## config.mk

```make
export PLATFORM = sky130hd
export DESIGN_NAME = ascon_permutation_ctrl
export DESIGN_NICKNAME = d
export VERILOG_FILES = /design/src/rtl/ascon_permutation_ctrl.sv
export SDC_FILE = /design/constraint.sdc
export NUM_CORES = 2
export LEC_CHECK = 0
export ABC_AREA = 0
export ABC_CLOCK_PERIOD_IN_PS = 1830
export BUFFER_PORTS_ARGS = -buffer_cell sky130_fd_sc_hd__clkbuf_2
export CORE_AREA = 2 2 253 255
export DETAILED_ROUTE_END_ITERATION = 6
export DIE_AREA = 0 0 255 257
export PLACE_DENSITY = 0.7
export SYNTH_ARGS = -nofsm -noshare
export SYNTH_HDL_FRONTEND = slang
export SYNTH_SLANG_ARGS = --single-unit
```

## constraint.sdc

```tcl
create_clock -name clk -period 1.83 [get_ports clk]
set_input_delay 0.2745 -clock clk [delete_from_list [all_inputs] [get_ports clk]]
set_output_delay 0.2745 -clock clk [all_outputs]
set_load 0.005 [all_outputs]
```

## src/rtl/ascon_permutation_ctrl.sv

```systemverilog
// ---------------------------------------------------------------------------
// ascon_permutation_ctrl
//
// Iterative ASCON p^a engine. Holds the 320-bit state x0..x4 and applies one
// complete round per clock: constant addition on x2, bit-sliced 5-bit S-box,
// then per-word linear diffusion. A round count of 6, 8 or 12 (anything
// 1..12; larger values clamp to 12, zero passes the state through) is taken
// with start.
//
// Handshake: start is sampled on a rising edge only while busy=0, i.e. in
// IDLE or in the DONE cycle, so a new job can follow a finished one with no
// gap. busy is high for exactly the cycles in which rounds are being applied.
// done is a single-cycle pulse marking the cycle in which x*_out holds the
// finished result; the outputs then stay put until the next accepted start.
// abort cancels a job in RUN (no done, partial state kept) and beats a
// simultaneous start.
//
// Ports:
//   clk            rising-edge clock
//   rst_n          asynchronous active-low reset
//   start          request a permutation (sampled while busy=0)
//   abort          synchronous cancel of the running permutation
//   rounds         requested round count a, sampled with start
//   x0_in..x4_in   initial state words, sampled with start
//   x0_out..x4_out state register contents
//   busy           permutation in progress
//   done           one-cycle result-valid pulse
// ---------------------------------------------------------------------------
module ascon_permutation_ctrl #(
    parameter int MAX_ROUNDS = 12,
    parameter int RND_W      = 4
) (
    input  logic             clk,
    input  logic             rst_n,
    input  logic             start,
    input  logic             abort,
    input  logic [RND_W-1:0] rounds,
    input  logic [63:0]      x0_in,
    input  logic [63:0]      x1_in,
    input  logic [63:0]      x2_in,
    input  logic [63:0]      x3_in,
    input  logic [63:0]      x4_in,
    output logic [63:0]      x0_out,
    output logic [63:0]      x1_out,
    output logic [63:0]      x2_out,
    output logic [63:0]      x3_out,
    output logic [63:0]      x4_out,
    output logic             busy,
    output logic             done
);

    localparam logic [1:0] ST_IDLE = 2'd0;
    localparam logic [1:0] ST_RUN  = 2'd1;
    localparam logic [1:0] ST_DONE = 2'd2;

    localparam logic [RND_W-1:0] MAX_R  = RND_W'(MAX_ROUNDS);
    localparam logic [RND_W-1:0] LAST_R = RND_W'(MAX_ROUNDS - 1);

    logic [1:0]       state_q;
    logic [RND_W-1:0] rnd_q;
    logic [63:0]      s0_q, s1_q, s2_q, s3_q, s4_q;

    logic [RND_W-1:0] a_eff;
    logic [RND_W-1:0] r_first;
    logic [7:0]       rc;
    logic [63:0]      p0, p1, p2, p3, p4;
    logic [63:0]      q0, q1, q2, q3, q4;
    logic [63:0]      y0, y1, y2, y3, y4;
    logic [63:0]      n0, n1, n2, n3, n4;

    function automatic logic [63:0] ror64(input logic [63:0] v, input int unsigned n);
        return (v >> n) | (v << (32'd64 - n));
    endfunction

    // A job of a rounds runs the last a rounds of p^12, so the round index
    // starts at 12-a; this keeps the constant sequence identical for p^6/p^8.
    assign a_eff   = (rounds > MAX_R) ? MAX_R : rounds;
    assign r_first = MAX_R - a_eff;

    assign rc = {4'd15 - rnd_q[3:0], rnd_q[3:0]};

    // Bit-sliced S-box: each expression acts on all 64 columns at once,
    // with the round constant folded into the first x2 step.
    assign p0 = s0_q ^ s4_q;
    assign p1 = s1_q;
    assign p2 = s2_q ^ {56'd0, rc} ^ s1_q;
    assign p3 = s3_q;
    assign p4 = s4_q ^ s3_q;

    assign q0 = p0 ^ (~p1 & p2);
    assign q1 = p1 ^ (~p2 & p3);
    assign q2 = p2 ^ (~p3 & p4);
    assign q3 = p3 ^ (~p4 & p0);
    assign q4 = p4 ^ (~p0 & p1);

    assign y0 = q0 ^ q4;
    assign y1 = q1 ^ q0;
    assign y2 = ~q2;
    assign y3 = q3 ^ q2;
    assign y4 = q4;

    // Linear diffusion layer.
    assign n0 = y0 ^ ror64(y0, 19) ^ ror64(y0, 28);
    assign n1 = y1 ^ ror64(y1, 61) ^ ror64(y1, 39);
    assign n2 = y2 ^ ror64(y2, 1)  ^ ror64(y2, 6);
    assign n3 = y3 ^ ror64(y3, 10) ^ ror64(y3, 17);
    assign n4 = y4 ^ ror64(y4, 7)  ^ ror64(y4, 41);

    always_ff @(posedge clk or negedge rst_n) begin
        if (!rst_n) begin
            state_q <= ST_IDLE;
            rnd_q   <= '0;
            s0_q    <= '0;
            s1_q    <= '0;
            s2_q    <= '0;
            s3_q    <= '0;
            s4_q    <= '0;
        end else begin
            case (state_q)
                ST_RUN: begin
                    if (abort) begin
                        // Partial state is deliberately kept visible.
                        state_q <= ST_IDLE;
                    end else begin
                        s0_q  <= n0;
                        s1_q  <= n1;
                        s2_q  <= n2;
                        s3_q  <= n3;
                        s4_q  <= n4;
                        rnd_q <= rnd_q + 1'b1;
                        if (rnd_q == LAST_R) begin
                            state_q <= ST_DONE;
                        end
                    end
                end
                default: begin
                    // IDLE and DONE both accept a new job.
                    if (start && !abort) begin
                        s0_q    <= x0_in;
                        s1_q    <= x1_in;
                        s2_q    <= x2_in;
                        s3_q    <= x3_in;
                        s4_q    <= x4_in;
                        rnd_q   <= r_first;
                        state_q <= (a_eff == '0) ? ST_DONE : ST_RUN;
                    end else begin
                        state_q <= ST_IDLE;
                    end
                end
            endcase
        end
    end

    assign busy   = (state_q == ST_RUN);
    assign done   = (state_q == ST_DONE);
    assign x0_out = s0_q;
    assign x1_out = s1_q;
    assign x2_out = s2_q;
    assign x3_out = s3_q;
    assign x4_out = s4_q;

endmodule

```

==> flow_summary.yaml, run 1 <==
outcome:
  status: "aborted with a tool error"
  error: "[ERROR GRT-0232] Routing congestion too high. Check the congestion heatmap in the GUI."
  haltStage: "5_1_grt"
yosys:
  synth-edff-count: 0
  synth_ff_type: "dfrtp_1"
  syn_nets: 3551
  syn_area_um2: 27600
  yosysWarnings: 0
  synth_cell_types: 35
  avgSynthCellArea_um2: 8.92
  synth_seq_cells: 326
  syn_inst: 3093
  async_reset_ff_share_pct: 100
  synth-seq-area-share_pct: 29.6
placement:
  place_area_um2: 41800
  gp_congestion: 1.08
  io_buffers: 649
  dp.final_hpwl_um: 137000
die:
  die_h_um: 257
  io_pins: 650
  initial_utilization_pct: 44.0
  placementRows: 92
  die_w_um: 255
clock_tree:
  clk_path_buf_depth: 3
  clock-sinks: 326
  cts-htree-levels: 2
  numCtsBuffers: 42
  clockRootBuffer: "clkbuf_16"
global_route:
  overflow: 445
  grt_max_degree: 90
  grt_usage_pct: 90.1
sta:
  repair-timing-grt-worst-ep: "x1_out[3]$_DFFE_PN0P_/D"
  endpoint_type: "sequential cell input"
[synthesized netlist by cell type, drive strengths merged, types with 2 or more instances]
library cell  count  share of area (%)
a21oi           343                6.2
a221oi            8               0.30
a31oi             2              0.045
and3             60                1.4
buf              43               0.78
clkbuf           80                1.1
dfrtp           326                 30
ha              130                5.9
inv             184                2.5
maj3             50                1.8
mux2i             4               0.15
nand2           102                1.4
nand3            32               0.58
nor2            205                2.8
nor3             10               0.18
o21ai           110                2.0
o221ai            2              0.064
o22a             53                1.7
o22ai           186                4.2
or3              14               0.32
xnor2           882                 28
xnor3             3               0.24
xor2            257                8.2
xor3              2               0.17
[per-layer routing]
layer  GRT usage, %  GRT overflow
met2           98.3           209
met4           91.9           221
met1           88.9             6
met5           60.2             0
met3           83.7             9
[metrics by stage]
stage / hold slack [ns] / instances / utilization [%] / setup slack, ns / setup TNS (ns)
3_3_place_gp: 0.225 / 5634 / 66.6 / -0.681 / -55.46
2_1_floorplan: -0.0211 / 3093 / - / -0.0815 / -0.490
4_1_cts: 0.000261 / 5952 / 84.6 / -0.288 / -23.64
3_5_place_dp: 0.231 / 5634 / 66.6 / -0.696 / -60.46
[repair_timing]
item	CTS
pin swaps	610
hold buffers	118
setup endpoints to repair	297
buffers inserted	151
gates cloned	3
resized for setup	1129
hold endpoints to repair	186
[cell families after synthesis]
group / share of synthesized area, %
AOI/OAI and AO/OA: 14.6
xor gates and xnor gates: 36.9
adders and majority gates: 7.71
buffers and inverters: 4.37
DFF: 29.6
muxes: 0.145
and+or+nand+nor: 6.70
==> run 2: changes to the inputs <==
--- a/config.mk
+++ b/config.mk
@@ -6,12 +6,11 @@
 export NUM_CORES = 2
 export LEC_CHECK = 0
 export ABC_AREA = 0
-export ABC_CLOCK_PERIOD_IN_PS = 1830
+export ABC_CLOCK_PERIOD_IN_PS = 2400
 export BUFFER_PORTS_ARGS = -buffer_cell sky130_fd_sc_hd__clkbuf_2
-export CORE_AREA = 2 2 253 255
+export CORE_UTILIZATION = 35
 export DETAILED_ROUTE_END_ITERATION = 6
-export DIE_AREA = 0 0 255 257
-export PLACE_DENSITY = 0.7
+export PLACE_DENSITY_LB_ADDON = 0.15
 export SYNTH_ARGS = -nofsm -noshare
 export SYNTH_HDL_FRONTEND = slang
 export SYNTH_SLANG_ARGS = --single-unit
==> constraint.sdc (replaced) <==
create_clock -name clk -period 2.4 [get_ports clk]
set_input_delay 0.36 -clock clk [delete_from_list [all_inputs] [get_ports clk]]
set_output_delay 0.36 -clock clk [all_outputs]
set_load 0.005 [all_outputs]
==> flow_summary.yaml, run 2 <==
sta:
  period_share_pct: 100
  hold_violations: 0
  finalSetupViolations: 1
  worst_slew_pin_slew_ns: 1.02
  skew_ns: 0.0174
  fin_ws_ns: -0.0107
  max_slew_margin_pct: 31.3
  slew_violations: 0
  fmaxAchievable_ghz: 0.415
  fin_crit_ns: 2.41
yosys:
  async_reset_ff_share_pct: 100
  synth_xor_xnor_area_share_pct: 36.9
  yosysWarnings: 0
  synth_ff_type: "dfrtp_1"
  syn_nets: 3551
  yosysMostFrequentCell: "xnor2_1"
  syn_area_um2: 27600
  syn_inst: 3093
  synth-edff-count: 0
  avgSynthCellArea_um2: 8.92
  synth-compound-area-share_pct: 14.6
  synth.area.mux_share_pct: 0.145
  synth_adder_area_share_pct: 7.71
  synth_seq_cells: 326
  synth.area.top_cells: "dfrtp_1, xnor2_1, xor2_1"
  synth_cell_types: 35
  synth-seq-area-share_pct: 29.6
  synthSimpleGateAreaFrac_pct: 6.70
  synth.largest_area_cell: "dfrtp_1"
  synthTopCellsByCount: "xnor2_1, a21oi_1, dfrtp_1"
  synth_top_family_by_area: "XOR/XNOR gates"
  synth_top_area_share_pct: 29.6
layout:
  stdcell_area_um2: 38300
  drive_gt1_share_pct: 32.4
  final_cell_mix: "xnor2_1, clkbuf_2, buf_4"
  final_cells: 5356
  design.final.nets: 4740
  post-route-util_pct: 49.3
  syn_to_final_growth_pct: 38.9
  final_common_cell: "xnor2_1"
global_route:
  overflow: 0
  grt_usage_pct: 40.3
  grt_max_degree: 104
  antenna_found_initial: 6
  grt_pass1_vias: 28200
  grt_first_pass_wirelength_um: 222000
clock_tree:
  insertion_delay_ns: 0.60
  clk_path_buf_depth: 3
  clk_pin_slew_ns: 0.06
  cts_tree: "yes"
  clock-sinks: 326
  cts-htree-levels: 2
  numCtsBuffers: 44
  clockRootBuffer: "clkbuf_16"
placement:
  place_area_um2: 36600
  dp.final_hpwl_um: 136000
  place_inst: 5274
  dpl_worst_slack_ns: -0.294
  gp_congestion: 1.13
  io_buffers: 649
routing:
  drtAntennaViolNets: 0
  wl_per_cell_um: 30.7
  wl_um: 164000
  route.detailed.drc: 1
  vias: 29100
  vias_per_cell: 5.43
  drtIter0Drc: 3184
  drtPass1Iterations: 7
die:
  coreArea_um2: 77700
  initial_utilization_pct: 35.5
  die_h_um: 283
  fp.dieArea_um2: 79900
  die_w_um: 283
  placementRows: 102
  io_pins: 650
critical_path:
  r2r_cells: 8
  critical_path_class: "register to register"
  cp_data_required_time_ns: 2.86
  cp-start-kind: "register"
  crit_fanout: 4
  end_kind: "register"
  critical_path_arrival_ns: 2.87
  r2r_slack_ns: -0.01
  timing.rr.start: "x0_out[42]"
  r2r-end: "x1_out[42]"
hold_path:
  hold_end: "x3_out[40]"
  min_from: "x3_in[40]"
  hold_path_depth: 3
  hp-class: "input pin to register"
outcome:
  violations: "design-rule violations, negative setup slack"
  status: "complete, but fails checks"
job:
  cap_viol_max_count: 0
## run 2: cell counts after synthesis
No cell type changed its count.
## run 2: timing repair
| item | CTS | global route |
|---|---|---|
| hold buffers | 1 | 0 |
| resized for setup | 13 | 27 |
| setup buffers | 0 | 1 |
| pin swaps | 0 | 2 |
| setup endpoints to repair | 14 | 34 |
| endpoints found under the hold margin | 35 | 0 |
## run 2: routing by layer
metal,vias up,routed length [um],track usage (%)
met4,6,9400,20.0
met5,-,48,0
met1,14400,67200,53.0
met2,1536,74100,64.0
li1,12800,-,-
met3,345,13600,6.55
## run 2: how the worst max path moves through the flow
stage               startpoint    endpoint  cells past startpoint
floorplan             rnd_q[1]   x3_out[1]                      7
global placement      rnd_q[2]   x1_out[9]                      7
detailed placement    rnd_q[2]   x1_out[9]                      7
CTS                   rnd_q[2]   x1_out[6]                      7
global route         x4_out[6]   x1_out[6]                      7
finish              x0_out[42]  x1_out[42]                      8
## run 2: per-stage QoR
| stage | hold WS [ns] | TNS [ns] |
|---|---|---|
| final | 0.0316 | -0.0107 |
| after global routing | 0.0436 | -0.0344 |
| after CTS | 0.0183 | 0 |
| after detailed placement | 0.301 | -1.01 |
| after global placement | 0.307 | -1.45 |
| after floorplan | 0.0644 | 0 |
## run 2: cell type report
type / instances / area, um2
fillers: 7797 / 39400
multi-input cells: 2460 / 18500
repair buffers: 1266 / 8170
flip-flops and latches: 326 / 8160
clock buffers: 63 / 1300
well taps: 1040 / 1300
inverters: 184 / 691
clock inverters: 13 / 143
diodes: 4 / 10.0
## run 2: logic make-up (layout without fill, tap and decap cells)
| kind of cell | count (synthesis) | after routing |
|---|---|---|
| flip-flops | 326 | 326 |
| buffers and inverters | 307 | 1526 |
| multiplexers | 4 | 4 |
| other | 0 | 4 |
| XOR/XNOR | 1144 | 1144 |
| AND/OR/NAND/NOR | 426 | 426 |
| AO/OA/AOI/OAI | 706 | 706 |
| adder cells (fa/ha/maj) | 180 | 180 |
## run 2: critical path, cell delays in order, from the launching register on
cell,delay [ns]
dfrtp_1,0.53
xor2_2,0.26
xor2_1,0.17
xnor2_1,0.29
buf_4,0.26
xnor2_1,0.11
xnor2_1,0.34
buf_4,0.23
a21oi_1,0.07
Power of run 2 is not shown: default switching activity piles up to over one toggle a cycle in this logic, so the estimate is an artifact.
